## src/rtl/alu_pipe.sv

```systemverilog
// Registered ALU with valid/ready handshakes on both sides and NZCV flags.
// Single-cycle ops complete in IDLE; MUL runs an iterative shift-add sequence.
module alu_pipe #(
  parameter int unsigned WIDTH  = 8,
  parameter bit          MUL_EN = 1'b1
) (
  input  logic             clk,
  input  logic             reset,
  input  logic             in_valid,
  output logic             in_ready,
  input  logic [WIDTH-1:0] in1,
  input  logic [WIDTH-1:0] in2,
  input  logic [2:0]       op,
  output logic             out_valid,
  input  logic             out_ready,
  output logic [WIDTH-1:0] out,
  output logic             zero,
  output logic             neg,
  output logic             carry,
  output logic             ovf,
  output logic             busy
);

  localparam int unsigned SW = $clog2(WIDTH);
  localparam int unsigned CW = $clog2(WIDTH) + 1;

  typedef enum logic [1:0] {
    S_IDLE,
    S_MUL,
    S_DONE
  } state_e;

  typedef enum logic [2:0] {
    OP_ADD = 3'b000,
    OP_SUB = 3'b001,
    OP_AND = 3'b010,
    OP_XOR = 3'b011,
    OP_OR  = 3'b100,
    OP_SHL = 3'b101,
    OP_SHR = 3'b110,
    OP_MUL = 3'b111
  } op_e;

  state_e             state_q, state_d;
  logic               out_valid_q, out_valid_d;
  logic [WIDTH-1:0]   res_q, res_d;
  logic               zero_q, zero_d;
  logic               neg_q, neg_d;
  logic               carry_q, carry_d;
  logic               ovf_q, ovf_d;
  logic [2*WIDTH-1:0] a_q, a_d;
  logic [WIDTH-1:0]   b_q, b_d;
  logic [2*WIDTH-1:0] acc_q, acc_d;
  logic [CW-1:0]      cnt_q, cnt_d;

  logic               accept;
  logic [SW-1:0]      sh;
  logic [WIDTH:0]     sum, diff, shl_x, shr_x;
  logic [WIDTH-1:0]   alu_res;
  logic               alu_c, alu_v;
  logic               wr_en;
  logic [WIDTH-1:0]   wr_res;
  logic               wr_c, wr_v;

  assign in_ready  = !reset && (state_q == S_IDLE) && (!out_valid_q || out_ready);
  assign accept    = in_valid && in_ready;
  assign busy      = (state_q != S_IDLE);
  assign out_valid = out_valid_q;
  assign out       = res_q;
  assign zero      = zero_q;
  assign neg       = neg_q;
  assign carry     = carry_q;
  assign ovf       = ovf_q;
  assign sh        = in2[SW-1:0];

  // Shifts run one bit wider so the extra bit holds the last bit shifted out
  // (and is naturally 0 for a zero shift amount).
  always_comb begin
    sum     = {1'b0, in1} + {1'b0, in2};
    diff    = {1'b0, in1} - {1'b0, in2};
    shl_x   = {1'b0, in1} << sh;
    shr_x   = {in1, 1'b0} >> sh;
    alu_res = '0;
    alu_c   = 1'b0;
    alu_v   = 1'b0;
    case (op)
      OP_ADD: begin
        alu_res = sum[WIDTH-1:0];
        alu_c   = sum[WIDTH];
        alu_v   = (in1[WIDTH-1] == in2[WIDTH-1]) && (sum[WIDTH-1] != in1[WIDTH-1]);
      end
      OP_SUB: begin
        alu_res = diff[WIDTH-1:0];
        alu_c   = diff[WIDTH];
        alu_v   = (in1[WIDTH-1] != in2[WIDTH-1]) && (diff[WIDTH-1] != in1[WIDTH-1]);
      end
      OP_AND: alu_res = in1 & in2;
      OP_XOR: alu_res = in1 ^ in2;
      OP_OR:  alu_res = in1 | in2;
      OP_SHL: begin
        alu_res = shl_x[WIDTH-1:0];
        alu_c   = shl_x[WIDTH];
      end
      OP_SHR: begin
        alu_res = shr_x[WIDTH:1];
        alu_c   = shr_x[0];
      end
      default: ;
    endcase
  end

  always_comb begin
    state_d     = state_q;
    out_valid_d = out_valid_q;
    res_d       = res_q;
    zero_d      = zero_q;
    neg_d       = neg_q;
    carry_d     = carry_q;
    ovf_d       = ovf_q;
    a_d         = a_q;
    b_d         = b_q;
    acc_d       = acc_q;
    cnt_d       = cnt_q;
    wr_en       = 1'b0;
    wr_res      = '0;
    wr_c        = 1'b0;
    wr_v        = 1'b0;

    if (out_valid_q && out_ready) out_valid_d = 1'b0;

    case (state_q)
      S_IDLE: begin
        if (accept) begin
          if ((op == OP_MUL) && MUL_EN) begin
            state_d = S_MUL;
            a_d     = {{WIDTH{1'b0}}, in1};
            b_d     = in2;
            acc_d   = '0;
            cnt_d   = '0;
          end else begin
            wr_en  = 1'b1;
            wr_res = alu_res;
            wr_c   = alu_c;
            wr_v   = alu_v;
          end
        end
      end
      S_MUL: begin
        if (b_q[0]) acc_d = acc_q + a_q;
        a_d   = a_q << 1;
        b_d   = b_q >> 1;
        cnt_d = cnt_q + 1'b1;
        if (cnt_q == CW'(WIDTH - 1)) state_d = S_DONE;
      end
      S_DONE: begin
        wr_en   = 1'b1;
        wr_res  = acc_q[WIDTH-1:0];
        wr_c    = |acc_q[2*WIDTH-1:WIDTH];
        state_d = S_IDLE;
      end
      default: state_d = S_IDLE;
    endcase

    if (wr_en) begin
      res_d       = wr_res;
      zero_d      = (wr_res == '0);
      neg_d       = wr_res[WIDTH-1];
      carry_d     = wr_c;
      ovf_d       = wr_v;
      out_valid_d = 1'b1;
    end
  end

  always_ff @(posedge clk or posedge reset) begin
    if (reset) begin
      state_q     <= S_IDLE;
      out_valid_q <= 1'b0;
      res_q       <= '0;
      zero_q      <= 1'b0;
      neg_q       <= 1'b0;
      carry_q     <= 1'b0;
      ovf_q       <= 1'b0;
      a_q         <= '0;
      b_q         <= '0;
      acc_q       <= '0;
      cnt_q       <= '0;
    end else begin
      state_q     <= state_d;
      out_valid_q <= out_valid_d;
      res_q       <= res_d;
      zero_q      <= zero_d;
      neg_q       <= neg_d;
      carry_q     <= carry_d;
      ovf_q       <= ovf_d;
      a_q         <= a_d;
      b_q         <= b_d;
      acc_q       <= acc_d;
      cnt_q       <= cnt_d;
    end
  end

endmodule

```

## config.mk

```make
export PLATFORM = sky130hd
export DESIGN_NAME = alu_pipe
export DESIGN_NICKNAME = d
export VERILOG_FILES = /design/src/rtl/alu_pipe.sv
export SDC_FILE = /design/constraint.sdc
export NUM_CORES = 1
export LEC_CHECK = 0
export CAP_MARGIN = 20
export CORE_MARGIN = 1.5
export CORE_UTILIZATION = 58
export CTS_CLUSTER_DIAMETER = 30
export CTS_CLUSTER_SIZE = 8
export DETAILED_ROUTE_END_ITERATION = 10
export MAX_ROUTING_LAYER = met4
export PLACE_DENSITY = 0.9
export SLEW_MARGIN = 20
export SYNTH_ARGS = -nofsm -noshare
export SYNTH_HDL_FRONTEND = slang
export SYNTH_SLANG_ARGS = --single-unit
```

## constraint.sdc

```tcl
create_clock -name clk -period 5.15 [get_ports clk]
set_input_delay 0.7725 -clock clk [delete_from_list [all_inputs] [get_ports clk]]
set_output_delay 0.7725 -clock clk [all_outputs]
set_load 0.05 [all_outputs]
```

After elaboration in Yosys (flattened, before gate mapping). Index checks and enable logic that the tools add are counted. W data, S select, Z words.

Output and inout bits: 15. Input bits: 23. Bits in registers: 59.

Shift-type cells: 2. $add $sub $neg: 4. Equal/unequal tests: 18. Mux-type cells: 34. Reductions and logical operators: 19. Bitwise operators: 3.

Operators by type and width (number): $mux W16 (5); $pmux W16 S2 (2); $pmux W8 S7 (1); $mux W8 (4); $pmux W8 S2 (2); $add A16 B16 Y16 (1); $eq A3 B3 Y1 const B (4); $add A8 B8 Y9 (1); $mux W1 (9); $shl A8 B3 Y9 (1); $shr A9 B3 Y9 (1); $sub A8 B8 Y9 (1); $and A8 B8 Y8 (1); $logic_not A8 Y1 (1); $mux W4 (2); $or A8 B8 Y8 (1); $pmux W4 S2 (1); $reduce_or A8 Y1 (1); $xor A8 B8 Y8 (1); $eq A3 B2 Y1 const B (2); $logic_and A1 B1 Y1 (6); $mux W2 (3); $ne A2 B2 Y1 const B (3); $pmux W1 S2 (3); other kinds (17) (23).

Logic depth before layout (Yosys ltp).
Depth after elaboration: 7. Depth in mapped cells: 12. Depth with buffers taken out: 12.

Least setup slack after synthesis. No wires, ideal clock.

Path type: in2reg. From: input in2[1]. To: register zero_q (netlist: zero). Stages: 11. Library setup time: 122 ps. Buffers on the path: 1. Data arrival time: 3087 ps. Data required time: 5028 ps. Setup slack: 1942 ps. Cell sequence: buf_1 inv_1 ha_1 a21o_1 nand4_1 nand2_1 o41ai_1 a2111oi_0 nor3_1 nor3_1 a32o_1.

Longest elaborated chain between the ends: 6. Elaborated cells between the ends (all ways): 12.

Ends and longest elaborated chain: from (decl) (RTL line 12) `input logic [WIDTH-1:0] in2,`; $sub A8 B8 Y9, or another cell as far along (RTL line 80) `diff = {1'b0, in1} - {1'b0, in2};`; $pmux W8 S7 (*) (RTL line 86) `case (op)`; $mux W8 (*) (RTL line 134) `if ((op == OP_MUL) && MUL_EN) begin`; $mux W8 (*) (RTL line 133) `if (accept) begin`; $pmux W8 S2 (*) (RTL line 131) `case (state_q)`; $logic_not A8 Y1 (*) (RTL line 166) `zero_d = (wr_res == '0);`; to (signal assigned) (RTL line 191) `zero_q <= zero_d;`; to (decl) (RTL line 47) `logic zero_q, zero_d;`.

Mark *: on every way between the ends. The rest lies on a longest branch, timed or not. A chain may end at the register's enable or synchronous reset.

Worst setup path in the final report.
From: input in2[0]. To: register zero_q (netlist: zero).

Same word-level chain as after synthesis.

==> reports/metrics.cfg <==
[run_status]
status = complete, no violations

[sta]
setup_viol = 0
finalHoldViolCount = 0
min_period_over_period_pct = 71.6
drv_slew = 0
slew_headroom_pct = 40.8
fmax_ghz = 0.271
worst_pin_slew_ns = 0.886
period_minus_slack_ns = 3.69
rsz0062_at_grt = no
skew_ns = 0.0155
tns_ns = 0

[clock_network]
insertion_delay_ns = 0.36
clk_pin_slew_ns = 0.07
cts_tree = built
cts_setup_buffers = 0
htreeDepth = 3
clock-sinks = 58
cts_buffers = 9
cts_root_buffer = clkbuf_8
hold_buffers = 0
post_cts_resized = 0
cts_max_path_buffers = 2

[yosys]
synth_seq_cells = 58
syn_area_um2 = 4780
seq_area_frac_synth_pct = 30.4
avgSynthCellArea_um2 = 8.59
synth_nets = 624
synth_cell_types = 73
synthCells = 556
synth_flop_cell = dfrtp_1
synth-edff-count = 0
yosys_warnings = 0
async_reset_ff_share_pct = 100

[drt]
drc_errors = 0
ant_nets = 0
via_per_inst = 6.67
initialDrtViolationCount = 498
dr.pass1.iters = 5
vias = 4594
met3_length_um = 1370
totalWireLength_um = 13600
wl_met1_um = 5840
routed-wl-met2_um = 6020
top_layer_used = met4
wl_per_cell_um = 19.7

[place]
gp_congestion = 1.05
io_buffer_count = 37
dpl.hpwl_um = 10200

[critical_path]
path_max_fanout = 13
arrival_ns = 3.97
critical_path_required_ns = 5.43
worst-setup-path-type = input port to flip-flop
worstSetupStartpointType = input port
end_kind = flip-flop

[cells_and_area]
fin_util_pct = 69.4
diodes = 0
area_growth_pct = 14.1
layout_common_cells = 72 x nand2_1, 58 x dfrtp_1, 54 x nor2_1
drive_gt1_share_pct = 7.84
nNetsFinal = 650
nFillCells = 639
layout.cells.most_common = nand2_1

[pwr]
max-vdd-ir-drop_mv = 0.260
p_per_area_nw_per_um2 = 506
total_power_uw = 2760
p_leak_uw = 0.00245

[floorplanning]
die_h_um = 93.7
dieArea_um2 = 8790
core_um2 = 7850
start_util_pct = 60.9
io_pins = 38
die_x_um = 93.7
rows = 32

[global_route]
gr-total-overflow = 0
grtUsageTotal_pct = 34.7
grt_pass1_wl_um = 22800
grt_pass1_vias = 4432
grt_max_degree = 47
antenna_found_initial = 0

[min_path]
min_path_type = flip-flop to flip-flop

[flow_run]
cap_violations = 0

-- cells by family after synthesis --
family                     count (synthesis)  synth area share, %
and+or+nand+nor                          189                 18.4
xor gates and xnor gates                  19                 3.48
AOI/OAI and AO/OA                        164                 24.9
DFF                                       58                 30.4
buffers and inverters                     64                 5.42
adders and majority gates                 45                 12.3
muxes                                     17                 5.16
-- stage by stage --
step,cells,setup slack (ns),hold WS (ns),instance area (µm²)
finish,689,1.46,0.481,5450
global route,689,1.18,0.513,5450
CTS,689,1.49,0.486,5450
detailed placement,673,1.14,0.471,5210
global placement,673,1.21,0.462,5210
floorplan,556,1.94,0.466,4780
-- power breakdown --
group / switching, µW / internal (µW) / total (µW)
logic: 871 / 554 / 1420
registers: 177 / 640 / 817
clock network: 196 / 320 / 516
-- cell type report --
class | count | area (µm²) | share of cell area [%]
Clock buffer | 9 | 124 | 2.27
Tap cell | 102 | 128 | 2.34
Multi-Input combinational cell | 434 | 3070 | 56.3
Clock inverter | 7 | 118 | 2.16
Sequential cell | 58 | 1450 | 26.6
Timing Repair Buffer | 46 | 438 | 8.04
Inverter | 33 | 124 | 2.27
-- worst max-delay path: stages --
cell	delay, ns
clkdlybuf4s50_1	0.70
buf_4	0.29
ha_1	0.26
inv_1	0.08
fa_1	0.41
and3b_1	0.18
a21oi_1	0.10
o21ai_0	0.09
a221o_1	0.39
a22oi_1	0.23
o211ai_1	0.13
nor3_1	0.15
a32o_1	0.19
-- state kept, by name, summed over array words and instances, names as in the netlist --
signal,cells
carry,1
b_q,8
zero,1
out_valid,1
a_q,16
acc_q,16
out,8
cnt_q,4
ovf,1
state_q,2
-- cell usage after synthesis, drive strengths merged, types with 3 or more instances --
| cell type | count | area [µm²] |
|---|---|---|
| and2 | 5 | 31.3 |
| mux4 | 6 | 135 |
| o41ai | 3 | 45.1 |
| nand3 | 11 | 55.1 |
| xor2 | 5 | 43.8 |
| o211ai | 6 | 45.0 |
| o31ai | 9 | 67.6 |
| dfrtp | 58 | 1450 |
| o21bai | 3 | 22.5 |
| fa | 3 | 60.1 |
| o21ai | 23 | 119 |
| inv | 33 | 124 |
| clkbuf | 24 | 90.1 |
| xnor2 | 14 | 123 |
| a211oi | 5 | 37.5 |
| ha | 42 | 526 |
| a2bb2oi | 4 | 35.0 |
| nor3 | 11 | 60.1 |
| o32ai | 3 | 26.3 |
| nand4 | 6 | 37.5 |
| mux2i | 10 | 100 |
| nor2 | 55 | 214 |
| a22oi | 6 | 45.0 |
| nand2 | 72 | 270 |
| nor4 | 5 | 31.3 |
| a21oi | 30 | 154 |
| a2111oi | 4 | 35.0 |
| a31oi | 20 | 125 |
| a22o | 17 | 149 |
| nor2b | 7 | 43.8 |
| nand2b | 5 | 31.3 |
| buf | 7 | 45.0 |
| a21o | 11 | 83.8 |
-- worst paths after layout --
kind | startpoint | end | cells after the start | slack [ns]
min | ovf | ovf | 2 | 0.48
max | in2[0] | zero | 13 | 1.46
max reg2reg | a_q[1] | acc_q[15] | 9 | 1.96
min reg2reg | ovf | ovf | 2 | 0.48
max in group asynchronous | reset | a_q[14] | 3 | 3.60
min in group asynchronous | reset | out_valid | 2 | 0.71
-- per-layer routing --
metal,GRT usage [%],vias to the layer above
met4,12.6,0
met3,8.58,41
met5,-,-
li1,-,2075
met2,50.5,280
met1,47.1,2198
(Power assumes the default switching activity.)
